$ cat src/rtl/game_event_controller_if.sv
// Pixel/event bundle between the video pipeline and the game controller.
// The master drives draw requests and frame timing; the slave reports game events.
interface game_event_controller_if #(
    parameter int TILE_W = 2
);
    logic              startOfFrame;
    logic              drawing_request_Ball;
    logic              drawing_request_Tile;
    logic              drawing_request_Border;
    logic [TILE_W-1:0] TileType;
    logic [3:0]        HitEdgeCode;
    logic              startGame;
    logic              collision;
    logic              jumpCollision;
    logic              SingleHitPulse;
    logic              GiftPulse;
    logic              RespawnPulse;
    logic [7:0]        giftsLeft;
    logic [3:0]        livesLeft;
    logic              showHole;
    logic              victory;
    logic              Loss;
    logic              EndGame;
    logic [1:0]        gameState;

    modport master (
        output startOfFrame, drawing_request_Ball, drawing_request_Tile,
        output drawing_request_Border, TileType, HitEdgeCode, startGame,
        input  collision, jumpCollision, SingleHitPulse, GiftPulse,
        input  RespawnPulse, giftsLeft, livesLeft, showHole,
        input  victory, Loss, EndGame, gameState
    );

    modport slave (
        input  startOfFrame, drawing_request_Ball, drawing_request_Tile,
        input  drawing_request_Border, TileType, HitEdgeCode, startGame,
        output collision, jumpCollision, SingleHitPulse, GiftPulse,
        output RespawnPulse, giftsLeft, livesLeft, showHole,
        output victory, Loss, EndGame, gameState
    );
endinterface

$ cat src/rtl/game_event_controller.sv
// Game event controller: per-frame collision/gift/hole/loss detection,
// gift and life bookkeeping, and the IDLE/PLAY/WIN/LOSE game FSM.
module game_event_controller #(
    parameter int                TILE_W        = 2,
    parameter logic [TILE_W-1:0] TT_BACKGROUND = TILE_W'(0),
    parameter logic [TILE_W-1:0] TT_FLOOR      = TILE_W'(1),
    parameter logic [TILE_W-1:0] TT_GIFT       = TILE_W'(2),
    parameter logic [TILE_W-1:0] TT_HOLE       = TILE_W'(3),
    parameter int                NUM_GIFTS     = 4,
    parameter int                NUM_LIVES     = 3,
    parameter logic [3:0]        LOSS_EDGE     = 4'b0001
) (
    input  logic clk,
    input  logic reset,
    game_event_controller_if.slave bus
);
    typedef enum logic [1:0] {
        S_IDLE = 2'd0,
        S_PLAY = 2'd1,
        S_WIN  = 2'd2,
        S_LOSE = 2'd3
    } state_t;

    localparam logic [7:0] GIFTS_INIT = 8'(NUM_GIFTS);
    localparam logic [3:0] LIVES_INIT = 4'(NUM_LIVES);

    state_t     state_q, state_d;
    logic [7:0] gifts_q, gifts_d;
    logic [3:0] lives_q, lives_d;
    logic       hit_q, hit_d, gift_q, gift_d;
    logic       hole_q, hole_d, loss_q, loss_d;
    logic       hit_pulse_q, hit_pulse_d;
    logic       gift_pulse_q, gift_pulse_d;
    logic       respawn_q, respawn_d;

    logic ball, tile, border, show_hole;
    logic coll, gift_ov, hole_ov, loss_ov;
    logic hit_f, gift_f, hole_f, loss_f;

    assign ball      = bus.drawing_request_Ball;
    assign tile      = bus.drawing_request_Tile;
    assign border    = bus.drawing_request_Border;
    assign show_hole = (gifts_q == 8'd0);

    assign coll    = ball & ((tile & (bus.TileType == TT_FLOOR)) | border);
    assign gift_ov = ball & tile & (bus.TileType == TT_GIFT);
    assign hole_ov = ball & tile & (bus.TileType == TT_HOLE);
    assign loss_ov = ball & border & (bus.HitEdgeCode == LOSS_EDGE);

    // Frame flags as seen this cycle: the start-of-frame clear wins first
    assign hit_f  = hit_q  & ~bus.startOfFrame;
    assign gift_f = gift_q & ~bus.startOfFrame;
    assign hole_f = hole_q & ~bus.startOfFrame;
    assign loss_f = loss_q & ~bus.startOfFrame;

    // Next-state, counter and pulse logic for the game FSM
    always_comb begin
        state_d      = state_q;
        gifts_d      = gifts_q;
        lives_d      = lives_q;
        hit_d        = hit_f;
        gift_d       = gift_f;
        hole_d       = hole_f;
        loss_d       = loss_f;
        hit_pulse_d  = 1'b0;
        gift_pulse_d = 1'b0;
        respawn_d    = 1'b0;
        unique case (state_q)
            S_IDLE: begin
                if (bus.startGame) begin
                    state_d = S_PLAY;
                    gifts_d = GIFTS_INIT;
                    lives_d = LIVES_INIT;
                    hit_d   = 1'b0;
                    gift_d  = 1'b0;
                    hole_d  = 1'b0;
                    loss_d  = 1'b0;
                end
            end
            S_PLAY: begin
                if (coll && !hit_f) begin
                    hit_d       = 1'b1;
                    hit_pulse_d = 1'b1;
                end
                if (gift_ov && !gift_f) begin
                    gift_d = 1'b1;
                    if (gifts_q != 8'd0) begin
                        gifts_d      = gifts_q - 8'd1;
                        gift_pulse_d = 1'b1;
                    end
                end
                if (loss_ov && !loss_f) begin
                    loss_d = 1'b1;
                    if (lives_q > 4'd1) begin
                        lives_d   = lives_q - 4'd1;
                        respawn_d = 1'b1;
                    end else begin
                        lives_d = 4'd0;
                        state_d = S_LOSE;
                    end
                end
                // A hole win overrides a simultaneous final loss
                if (hole_ov && show_hole && !hole_f) begin
                    hole_d  = 1'b1;
                    state_d = S_WIN;
                end
            end
            S_WIN, S_LOSE: begin
                if (bus.startGame) state_d = S_IDLE;
            end
        endcase
    end

    // State, counter, flag and pulse registers
    always_ff @(posedge clk) begin
        if (reset) begin
            state_q      <= S_IDLE;
            gifts_q      <= GIFTS_INIT;
            lives_q      <= LIVES_INIT;
            hit_q        <= 1'b0;
            gift_q       <= 1'b0;
            hole_q       <= 1'b0;
            loss_q       <= 1'b0;
            hit_pulse_q  <= 1'b0;
            gift_pulse_q <= 1'b0;
            respawn_q    <= 1'b0;
        end else begin
            state_q      <= state_d;
            gifts_q      <= gifts_d;
            lives_q      <= lives_d;
            hit_q        <= hit_d;
            gift_q       <= gift_d;
            hole_q       <= hole_d;
            loss_q       <= loss_d;
            hit_pulse_q  <= hit_pulse_d;
            gift_pulse_q <= gift_pulse_d;
            respawn_q    <= respawn_d;
        end
    end

    assign bus.collision      = coll;
    assign bus.jumpCollision  = ball & tile & (bus.TileType == TT_BACKGROUND);
    assign bus.SingleHitPulse = hit_pulse_q;
    assign bus.GiftPulse      = gift_pulse_q;
    assign bus.RespawnPulse   = respawn_q;
    assign bus.giftsLeft      = gifts_q;
    assign bus.livesLeft      = lives_q;
    assign bus.showHole       = show_hole;
    assign bus.victory        = (state_q == S_WIN);
    assign bus.Loss           = (state_q == S_LOSE);
    assign bus.EndGame        = (state_q == S_WIN) | (state_q == S_LOSE);
    assign bus.gameState      = state_q;
endmodule

$ cat src/flat_wrapper.sv
// flat-port wrapper written by rule: the top's interface ports become plain ports
module game_event_controller_flat 
#(
    parameter int                TILE_W        = 2,
    parameter logic [TILE_W-1:0] TT_BACKGROUND = TILE_W'(0),
    parameter logic [TILE_W-1:0] TT_FLOOR      = TILE_W'(1),
    parameter logic [TILE_W-1:0] TT_GIFT       = TILE_W'(2),
    parameter logic [TILE_W-1:0] TT_HOLE       = TILE_W'(3),
    parameter int                NUM_GIFTS     = 4,
    parameter int                NUM_LIVES     = 3,
    parameter logic [3:0]        LOSS_EDGE     = 4'b0001
)
  (clk, reset, bus_startOfFrame, bus_drawing_request_Ball, bus_drawing_request_Tile, bus_drawing_request_Border, bus_TileType, bus_HitEdgeCode, bus_startGame, bus_collision, bus_jumpCollision, bus_SingleHitPulse, bus_GiftPulse, bus_RespawnPulse, bus_giftsLeft, bus_livesLeft, bus_showHole, bus_victory, bus_Loss, bus_EndGame, bus_gameState);
  game_event_controller_if #(.TILE_W(TILE_W)) bus_i ();
  input  logic clk;
  input  logic reset;
  input wire logic [$bits(bus_i.startOfFrame)-1:0] bus_startOfFrame;
  input wire logic [$bits(bus_i.drawing_request_Ball)-1:0] bus_drawing_request_Ball;
  input wire logic [$bits(bus_i.drawing_request_Tile)-1:0] bus_drawing_request_Tile;
  input wire logic [$bits(bus_i.drawing_request_Border)-1:0] bus_drawing_request_Border;
  input wire logic [$bits(bus_i.TileType)-1:0] bus_TileType;
  input wire logic [$bits(bus_i.HitEdgeCode)-1:0] bus_HitEdgeCode;
  input wire logic [$bits(bus_i.startGame)-1:0] bus_startGame;
  output wire logic [$bits(bus_i.collision)-1:0] bus_collision;
  output wire logic [$bits(bus_i.jumpCollision)-1:0] bus_jumpCollision;
  output wire logic [$bits(bus_i.SingleHitPulse)-1:0] bus_SingleHitPulse;
  output wire logic [$bits(bus_i.GiftPulse)-1:0] bus_GiftPulse;
  output wire logic [$bits(bus_i.RespawnPulse)-1:0] bus_RespawnPulse;
  output wire logic [$bits(bus_i.giftsLeft)-1:0] bus_giftsLeft;
  output wire logic [$bits(bus_i.livesLeft)-1:0] bus_livesLeft;
  output wire logic [$bits(bus_i.showHole)-1:0] bus_showHole;
  output wire logic [$bits(bus_i.victory)-1:0] bus_victory;
  output wire logic [$bits(bus_i.Loss)-1:0] bus_Loss;
  output wire logic [$bits(bus_i.EndGame)-1:0] bus_EndGame;
  output wire logic [$bits(bus_i.gameState)-1:0] bus_gameState;
  assign bus_i.startOfFrame = bus_startOfFrame;
  assign bus_i.drawing_request_Ball = bus_drawing_request_Ball;
  assign bus_i.drawing_request_Tile = bus_drawing_request_Tile;
  assign bus_i.drawing_request_Border = bus_drawing_request_Border;
  assign bus_i.TileType = bus_TileType;
  assign bus_i.HitEdgeCode = bus_HitEdgeCode;
  assign bus_i.startGame = bus_startGame;
  assign bus_collision = bus_i.collision;
  assign bus_jumpCollision = bus_i.jumpCollision;
  assign bus_SingleHitPulse = bus_i.SingleHitPulse;
  assign bus_GiftPulse = bus_i.GiftPulse;
  assign bus_RespawnPulse = bus_i.RespawnPulse;
  assign bus_giftsLeft = bus_i.giftsLeft;
  assign bus_livesLeft = bus_i.livesLeft;
  assign bus_showHole = bus_i.showHole;
  assign bus_victory = bus_i.victory;
  assign bus_Loss = bus_i.Loss;
  assign bus_EndGame = bus_i.EndGame;
  assign bus_gameState = bus_i.gameState;
  game_event_controller #(.TILE_W(TILE_W), .TT_BACKGROUND(TT_BACKGROUND), .TT_FLOOR(TT_FLOOR), .TT_GIFT(TT_GIFT), .TT_HOLE(TT_HOLE), .NUM_GIFTS(NUM_GIFTS), .NUM_LIVES(NUM_LIVES), .LOSS_EDGE(LOSS_EDGE)) u_core (.clk(clk), .reset(reset), .bus(bus_i));
endmodule
$ cat config.mk
export PLATFORM = sky130hd
export DESIGN_NAME = game_event_controller_flat
export DESIGN_NICKNAME = d
export VERILOG_FILES = /design/src/rtl/game_event_controller_if.sv /design/src/rtl/game_event_controller.sv /design/src/flat_wrapper.sv
export SDC_FILE = /design/constraint.sdc
export NUM_CORES = 1
export LEC_CHECK = 0
export BUFFER_PORTS_ARGS = -buffer_cell sky130_fd_sc_hd__buf_2
export CORE_UTILIZATION = 43
export CTS_CLUSTER_DIAMETER = 150
export DETAILED_ROUTE_END_ITERATION = 16
export GPL_ROUTABILITY_DRIVEN = 0
export PLACE_DENSITY = 0.81
export SETUP_SLACK_MARGIN = 0.05
export SLEW_MARGIN = 20
export SYNTH_ARGS = -nofsm -noshare
export SYNTH_HDL_FRONTEND = slang
export SYNTH_SLANG_ARGS = --single-unit
$ cat constraint.sdc
create_clock -name clk -period 1.8 [get_ports clk]
set_input_delay 0.09 -clock clk [delete_from_list [all_inputs] [get_ports clk]]
set_output_delay 0.09 -clock clk [all_outputs]
set_load 0.005 [all_outputs]
==> flow_metrics.env, run 1 <==
export IMPL_status="finished with violations"
export IMPL_violations="negative setup slack"
export IMPL_synth_top_cell_area_share=0.372
export IMPL_finalHoldViolations=0
export IMPL_via_per_inst=5.57
export IMPL_drcViolationCount=0
export IMPL_crit_required_ps=1710
export IMPL_switching_share=0.264
export IMPL_antenna_cells=0
export IMPL_p_sw_w=0.000212
export IMPL_first_iter_violations=27
export IMPL_ant_nets=0
export IMPL_maxSlewHeadroom=0.749
export IMPL_place_area_um2=1400
export IMPL_num_rows=18
export IMPL_dieArea_um2=2840
export IMPL_clkTransAtPathRegs_ps=130
export IMPL_syn_area_um2=1130
export IMPL_grt_max_degree=13
export IMPL_clock_latency_ps=310
export IMPL_fmax_mhz=555
export IMPL_worst_ep_arrival_time_ps=1710
export IMPL_cts_made_buffers=3
export IMPL_boundaryPins=36
export IMPL_dieWidth_um=53.3
export IMPL_ys_async_sr_fraction=0
export IMPL_p_per_area_nw_per_um2=532
export IMPL_worstSetupStartpointType="register"
export IMPL_cts_max_path_buffers=2
export IMPL_synth_area_leader_cell="dfxtp_1"
export IMPL_cap_violations=0
export IMPL_p_seq_frac=0.585
export IMPL_crit_chain="or4_4 -> nor4_4 -> buf_4 -> buf_6"
export IMPL_power_frac_comb=0.114
export IMPL_crit_path_max_incr_delay_ps=580
export IMPL_synth_nets=147
export IMPL_critPathMaxFanout=4
export IMPL_cp_num_buf_inv=2
export IMPL_cts_sinks=21
export IMPL_dp_hpwl_um=2010
export IMPL_cp_end_kind="primary output"
export IMPL_grt_usage=0.212
export IMPL_wl_per_cell_um=13.8
export IMPL_synth_common_cells="dfxtp_1, nor2_1, inv_1"
export IMPL_fin_cells=209
export IMPL_firstDrtPassIters=4
export IMPL_start_util=0.457
export IMPL_drive_gt1_frac=0.408
export IMPL_die_h_um=53.3
export IMPL_synth_area_leaders="dfxtp_1, ha_1, nor2_1"
export IMPL_intPower_w=0.000593
export IMPL_critical_path_class="register to primary output"
export IMPL_cts_tree="built"
export IMPL_fin_nets=197
export IMPL_grt_pass1_wl_um=4310
export IMPL_tightest_slew_ps=374
export IMPL_peakVddDrop_v=0.000509
export IMPL_hp_class="input pin to register"
export IMPL_synthCells=130
export IMPL_clock_skew_ps=4.24
export IMPL_fin_ws_ps=-0.225
export IMPL_wl_um=2890
export IMPL_rrSetupSlack_ps=10
export IMPL_yosysWarnings=0
export IMPL_synth_edff_count=0
export IMPL_final_setup_tns_ps=-0.225
export IMPL_syn_to_final_growth_pct=33.8
export IMPL_yosysSeqAreaShare=0.372
export IMPL_post_place_ws_ps=17.8
export IMPL_postCtsHoldBufs=0
export IMPL_grt_overflow=0
export IMPL_root_buffer="clkbuf_4"
export IMPL_first_global_vias=981
export IMPL_vias=1165
export IMPL_grt_antenna_before_repair=0
export IMPL_core_um2=2480
export IMPL_setup_violations=1
export IMPL_synth_distinct_cells=46
export IMPL_clkPwrFrac=0.301
export IMPL_period_share=1.00
export IMPL_synthFlopType="dfxtp_1"
export IMPL_h_tree_depth=1
export IMPL_synth_seq_cells=21
export IMPL_fin_crit_ps=1800
export IMPL_slew_viol_final=0
export IMPL_synth_most_common_cell="dfxtp_1"
export IMPL_final_area_um2=1510
export IMPL_cp_slowest_cell="or4_4"
export IMPL_placedCellCount=200
export IMPL_fin_util=0.611
export IMPL_rsz0062_at_grt="true"
export IMPL_cp_top_family="simple AND/OR/NAND/NOR gates"
export IMPL_p_leak_nw=0.666
export IMPL_port_buffers=35
export IMPL_syn_area_per_cell_um2=8.70
worst paths after layout:
| path | to | depth (start not counted) | from |
|---|---|---|---|
| setup / recovery | bus_showHole | 4 | u_core.bus.giftsLeft[3] |
| hold / removal | u_core.bus.GiftPulse | 2 | bus_TileType[0] |
| setup reg to reg | u_core.bus.giftsLeft[5] | 4 | u_core.bus.giftsLeft[1] |
| hold reg to reg | u_core.bus.SingleHitPulse | 1 | u_core.hit_q |
worst register-to-register path: stages, from the launching register on:
cell and delay, ps:
dfxtp_2 350, or2_1 260, or4_2 560, or4_4 430, a21oi_2 130
cells in the final DEF, fill, tap and decap left out, drive strengths merged, types with 2 or more instances in the layout:
cell type	netlist	layout
o31ai	4	4
or4	8	8
mux2i	2	2
nand2b	3	3
nand2	5	5
o21ai	6	6
or3	5	5
inv	8	8
a21oi	6	6
and3	2	2
or2	4	4
nor4b	3	3
ha	4	4
nor3	5	5
buf	2	51
o22a	2	2
dfxtp	21	21
nor4	3	3
clkbuf	4	3
nor2	12	12
o21a	2	2
logic make-up after synthesis:
logic type / Yosys count / synth area share
mux: 2 / 0.0177
flops: 21 / 0.372
fa+ha+maj: 4 / 0.0442
buf+inv: 14 / 0.0542
compound gates: 30 / 0.198
simple gates: 59 / 0.314
layer usage:
metal	up-vias	global-route usage	share of wire
met5	-	0	0
li1	586	-	-
met3	4	0.0345	0.043
met4	0	0.0526	0.0080
met1	547	0.268	0.47
met2	28	0.369	0.48
registers in the layout (all words and copies together) (netlist names):
register and cells:
u_core.bus.GiftPulse 1, u_core.bus.RespawnPulse 1, u_core.bus.SingleHitPulse 1, u_core.bus.gameState 2
u_core.bus.giftsLeft 8, u_core.bus.livesLeft 4, u_core.gift_q 1, u_core.hit_q 1
u_core.hole_q 1, u_core.loss_q 1
power groups by stage:
| stage | sequential, W | combinational (W) | clock [W] |
|---|---|---|---|
| floorplan | 0.000483 | 0.0000435 | 0 |
| global placement | 0.000481 | 0.0000843 | 0 |
| detailed placement | 0.000481 | 0.0000874 | 0 |
| CTS | 0.000471 | 0.0000886 | 0.000238 |
| global route | 0.000471 | 0.000101 | 0.000259 |
| finish | 0.000471 | 0.0000918 | 0.000242 |
timing repair:
item | 4_1_cts | 5_1_grt
buffers inserted | 2 | 3
pin swaps | 5 | 2
endpoints found under the setup margin | 5 | 12
resized for setup | 6 | 8
metrics by stage:
stage          hold slack (ps)  total power (W)
6_report                  14.3         0.000805
5_1_grt                   23.7         0.000831
4_1_cts                   12.4         0.000798
3_5_place_dp               342         0.000569
3_3_place_gp               343         0.000565
2_1_floorplan              168         0.000526
area by class of cell:
class	instances	area (um2)
Fill cell	221	963
Tap cell	30	37.5
Clock inverter	1	5.00
Sequential cell	21	425
Multi-Input combinational cell	95	692
Inverter	8	30.0
Clock buffer	3	22.5
Timing Repair Buffer	51	302
No activity file was read; power rests on OpenSTA's default activity.
==> run 2, diff against run 1 <==
--- a/constraint.sdc
+++ b/constraint.sdc
@@ -3,2 +3,2 @@
 set_output_delay 0.09 -clock clk [all_outputs]
-set_load 0.005 [all_outputs]
+set_load 0.01 [all_outputs]
==> flow_metrics.env, run 2 (synthesis results as in run 1) <==
export IMPL_cp_common_cell="or4_4"
export IMPL_grt_overflow=0
export IMPL_die_h_um=53.3
export IMPL_critPathMaxFanout=4
export IMPL_num_rows=18
export IMPL_min_from="bus_startGame"
export IMPL_grt_usage=0.211
export IMPL_clkTransAtPathRegs_ps=120
export IMPL_largest_reg_flops=8
export IMPL_rsz0062_at_grt="true"
export IMPL_reg2reg_depth=4
export IMPL_cp_num_buf_inv=0
export IMPL_placedCellCount=198
export IMPL_grt_max_degree=15
export IMPL_fin_crit_ps=1820
export IMPL_cts_sinks=21
export IMPL_wl_um=3170
export IMPL_clock_latency_ps=300
export IMPL_maxSlewHeadroom=0.732
export IMPL_violations="negative setup slack"
export IMPL_root_buffer="clkbuf_4"
export IMPL_crit_chain="or4_4 -> or2_1 -> or4_4 -> a21oi_2"
export IMPL_port_buffers=35
export IMPL_cts_tree="built"
export IMPL_core_um2=2480
export IMPL_mostFrequentLayoutCell="buf_2"
export IMPL_fin_nets=198
export IMPL_cts_made_buffers=3
export IMPL_first_global_vias=1057
export IMPL_dp_hpwl_um=2040
export IMPL_finalHoldViolations=0
export IMPL_period_share=1.01
export IMPL_crit_required_ps=2040
export IMPL_fmax_mhz=549
export IMPL_boundaryPins=36
export IMPL_peakVddDrop_v=0.000345
export IMPL_firstDrtPassIters=4
export IMPL_cts_max_path_buffers=2
export IMPL_drcViolationCount=0
export IMPL_worst_ep_arrival_time_ps=2070
export IMPL_ant_nets=0
export IMPL_start_util=0.457
export IMPL_cp_slowest_cell="or4_4"
export IMPL_crit_path_max_incr_delay_ps=590
export IMPL_grt_pass1_wl_um=4490
export IMPL_regToRegStartpoint="u_core.bus.giftsLeft[5]"
export IMPL_setup_violations=1
export IMPL_hp_class="input pin to register"
export IMPL_postCtsHoldBufs=0
export IMPL_worstSetupStartpointType="register"
export IMPL_dieArea_um2=2840
export IMPL_p_leak_nw=0.670
export IMPL_r2r_end="u_core.bus.giftsLeft[6]"
export IMPL_cap_violations=0
export IMPL_grt_antenna_before_repair=0
export IMPL_slew_viol_final=0
export IMPL_antenna_cells=0
export IMPL_wl_per_cell_um=15.1
export IMPL_fin_ws_ps=-21.1
export IMPL_fin_cells=210
export IMPL_hold_depth=2
export IMPL_rrSetupSlack_ps=-20
export IMPL_cp_end_kind="register"
export IMPL_vias=1259
export IMPL_p_per_area_nw_per_um2=523
export IMPL_cp_top_family="simple AND/OR/NAND/NOR gates"
export IMPL_first_iter_violations=64
export IMPL_final_cell_mix="buf_2, dfxtp_1, buf_4"
export IMPL_drive_gt1_frac=0.422
export IMPL_via_per_inst=6.00
export IMPL_hold_end="u_core.bus.gameState[1]"
export IMPL_syn_to_final_growth_pct=35.1
export IMPL_status="finished with violations"
export IMPL_tightest_slew_ps=400
export IMPL_clock_skew_ps=1.42
export IMPL_dieWidth_um=53.3
export IMPL_p_total_w=0.000799
export IMPL_h_tree_depth=1
export IMPL_critical_path_class="register to register"
==> run 2: what timing repair did <==
| item | 4_1_cts | 5_1_grt |
|---|---|---|
| setup endpoints to repair | 4 | 7 |
| endpoints found under the hold margin | 0 | 0 |
| resized for setup | 8 | 12 |
| pin swaps | 3 | 7 |
| setup buffers | 4 | 3 |
| gates cloned | 0 | 1 |
==> run 2: layer usage <==
metal | part of all wire | vias to the layer above | GRT usage
met2 | 0.51 | 87 | 0.365
li1 | - | 586 | -
met4 | 0.0079 | 0 | 0.0789
met5 | 0 | - | 0
met1 | 0.40 | 582 | 0.269
met3 | 0.090 | 4 | 0.0172
==> run 2: worst max path at each step <==
stage                                 start                       to  cells past startpoint
floorplan           u_core.bus.giftsLeft[2]  u_core.bus.giftsLeft[6]                      4
global placement    u_core.bus.giftsLeft[0]  u_core.bus.giftsLeft[5]                      4
detailed placement  u_core.bus.giftsLeft[0]  u_core.bus.giftsLeft[4]                      7
CTS                 u_core.bus.giftsLeft[2]             bus_showHole                      3
global route        u_core.bus.giftsLeft[5]  u_core.bus.giftsLeft[6]                      4
finish              u_core.bus.giftsLeft[5]  u_core.bus.giftsLeft[6]                      4
==> run 2: area by class of cell <==
cell class	count	area, um2
fillers	214	950
inverters	8	30.0
repair buffers	52	307
well taps	30	37.5
flip-flops and latches	21	425
multi-input cells	95	702
clock buffers	4	26.3
==> run 2: power by group <==
part | switching (W) | internal (W)
sequential | 0.00000197 | 0.000469
combinational | 0.0000568 | 0.0000419
clock | 0.000144 | 0.0000862
total | 0.000202 | 0.000597
==> run 2: metrics by stage <==
step                       util  instance area [um2]  worst slack, ps  setup TNS [ps]  hold WS [ps]
after floorplan               -                 1140             61.5               0           168
after global placement    0.560                 1390             87.1               0           335
after detailed placement  0.560                 1390             36.4               0           344
after CTS                 0.590                 1460             40.3               0          18.6
after global routing      0.617                 1530            -79.5            -241          39.1
final                     0.617                 1530            -21.1           -21.1          42.6
==> run 3, diff against run 2 <==
MAX_ROUTING_LAYER = met4   (was unset)
==> flow_metrics.env, run 3 (synthesis results as in run 1) <==
export IMPL_hp_class="input pin to register"
export IMPL_tightest_slew_ps=396
export IMPL_setup_violations=1
export IMPL_root_buffer="clkbuf_4"
export IMPL_critical_path_class="register to register"
export IMPL_start_util=0.457
export IMPL_status="finished with violations"
export IMPL_firstDrtPassIters=4
export IMPL_maxSlewHeadroom=0.735
export IMPL_reg2reg_depth=4
export IMPL_grt_pass1_wl_um=4490
export IMPL_cap_violations=0
export IMPL_first_global_vias=1057
export IMPL_drive_gt1_frac=0.422
export IMPL_dp_hpwl_um=2040
export IMPL_fin_cells=210
export IMPL_cp_end_kind="register"
export IMPL_fin_crit_ps=1820
export IMPL_cts_sinks=21
export IMPL_fin_nets=198
export IMPL_crit_required_ps=2040
export IMPL_cts_tree="built"
export IMPL_cts_made_buffers=3
export IMPL_fin_ws_ps=-20.9
export IMPL_largest_reg_flops=8
export IMPL_final_cell_mix="buf_2, dfxtp_1, buf_4"
export IMPL_dieArea_um2=2840
export IMPL_first_iter_violations=73
export IMPL_fillers=214
export IMPL_fmax_mhz=549
export IMPL_worst_ep_arrival_time_ps=2060
export IMPL_syn_to_final_growth_pct=35.1
export IMPL_ant_nets=0
export IMPL_peakVddDrop_v=0.000345
export IMPL_holdWs_ps=40.8
export IMPL_worstSetupStartpointType="register"
export IMPL_clock_latency_ps=300
export IMPL_wl_um=3200
export IMPL_clock_skew_ps=2.88
export IMPL_rsz0062_at_grt="true"
export IMPL_regToRegStartpoint="u_core.bus.giftsLeft[5]"
export IMPL_critPathMaxFanout=4
export IMPL_grt_overflow=0
export IMPL_slew_viol_final=0
export IMPL_mostFrequentLayoutCell="buf_2"
export IMPL_num_rows=18
export IMPL_finalHoldViolations=0
export IMPL_cp_endpoint="u_core.bus.giftsLeft[6]"
export IMPL_place_area_um2=1390
export IMPL_p_leak_nw=0.670
export IMPL_violations="negative setup slack"
export IMPL_postCtsHoldBufs=0
export IMPL_grt_antenna_before_repair=0
export IMPL_rrSetupSlack_ps=-20
export IMPL_via_per_inst=5.97
export IMPL_cp_startpoint="u_core.bus.giftsLeft[5]"
export IMPL_fin_util=0.617
export IMPL_vias=1253
export IMPL_clkTransAtPathRegs_ps=120
export IMPL_drcViolationCount=0
export IMPL_placedCellCount=198
export IMPL_p_per_area_nw_per_um2=523
export IMPL_boundaryPins=36
export IMPL_die_h_um=53.3
export IMPL_core_um2=2480
export IMPL_port_buffers=35
export IMPL_r2r_end="u_core.bus.giftsLeft[6]"
export IMPL_wl_per_cell_um=15.2
export IMPL_antenna_cells=0
export IMPL_cts_max_path_buffers=2
export IMPL_grt_usage=0.217
export IMPL_period_share=1.01
export IMPL_dieWidth_um=53.3
export IMPL_grt_max_degree=15
export IMPL_h_tree_depth=1
export IMPL_final_area_um2=1530
-- run 3: critical path, stage by stage (launching register included) --
cell and delay, ps:
dfxtp_2 350, or4_4 590, or2_1 270, or4_4 420
a21oi_2 120
-- run 3: power by group --
part	internal, W	total [W]	switching, W
Combinational	0.0000419	0.0000991	0.0000572
Sequential	0.000469	0.000471	0.00000199
Clock	0.0000863	0.000230	0.000144
Total	0.000597	0.000800	0.000203
-- run 3: cell type report --
class / instances / area (um2) / share of cell area
Multi-Input combinational cell: 95 / 702 / 0.459
Sequential cell: 21 / 425 / 0.278
Timing Repair Buffer: 52 / 307 / 0.201
Tap cell: 30 / 37.5 / 0.0246
Inverter: 8 / 30.0 / 0.0197
Clock buffer: 4 / 26.3 / 0.0172
-- run 3: what timing repair did --
action                     CTS  global route
gates resized for setup      8            12
pin swaps                    3             7
setup buffers                4             3
setup endpoints to repair    4             7
cloned                       0             1
hold endpoints to repair     0             0
-- run 3: worst min-delay path by stage --
| stage | start | endpoint | cells past startpoint | slack (ps) |
|---|---|---|---|---|
| finish | bus_startGame | u_core.bus.gameState[1] | 2 | 40 |
| global route | bus_startGame | u_core.bus.gameState[1] | 2 | 40 |
| CTS | bus_startGame | u_core.bus.gameState[1] | 2 | 20 |
| detailed placement | bus_startGame | u_core.bus.gameState[1] | 2 | 340 |
| global placement | bus_startGame | u_core.bus.gameState[1] | 2 | 330 |
| floorplan | bus_TileType[0] | u_core.bus.GiftPulse | 1 | 170 |
-- run 3: per-stage QoR --
step | total power, W | worst slack (ps) | TNS [ps]
finish | 0.000800 | -20.9 | -20.9
global route | 0.000828 | -79.5 | -241
CTS | 0.000795 | 40.3 | 0
detailed placement | 0.000570 | 36.4 | 0
global placement | 0.000567 | 87.1 | 0
floorplan | 0.000528 | 61.5 | 0
-- run 3: routing by layer --
| layer | share of wire | GRT usage | wire (um) |
|---|---|---|---|
| met1 | 0.41 | 0.269 | 1320 |
| met2 | 0.50 | 0.365 | 1610 |
| met3 | 0.075 | 0.0172 | 240 |
| met4 | 0.0063 | 0.0789 | 20 |
| met5 | 0 | - | 0 |
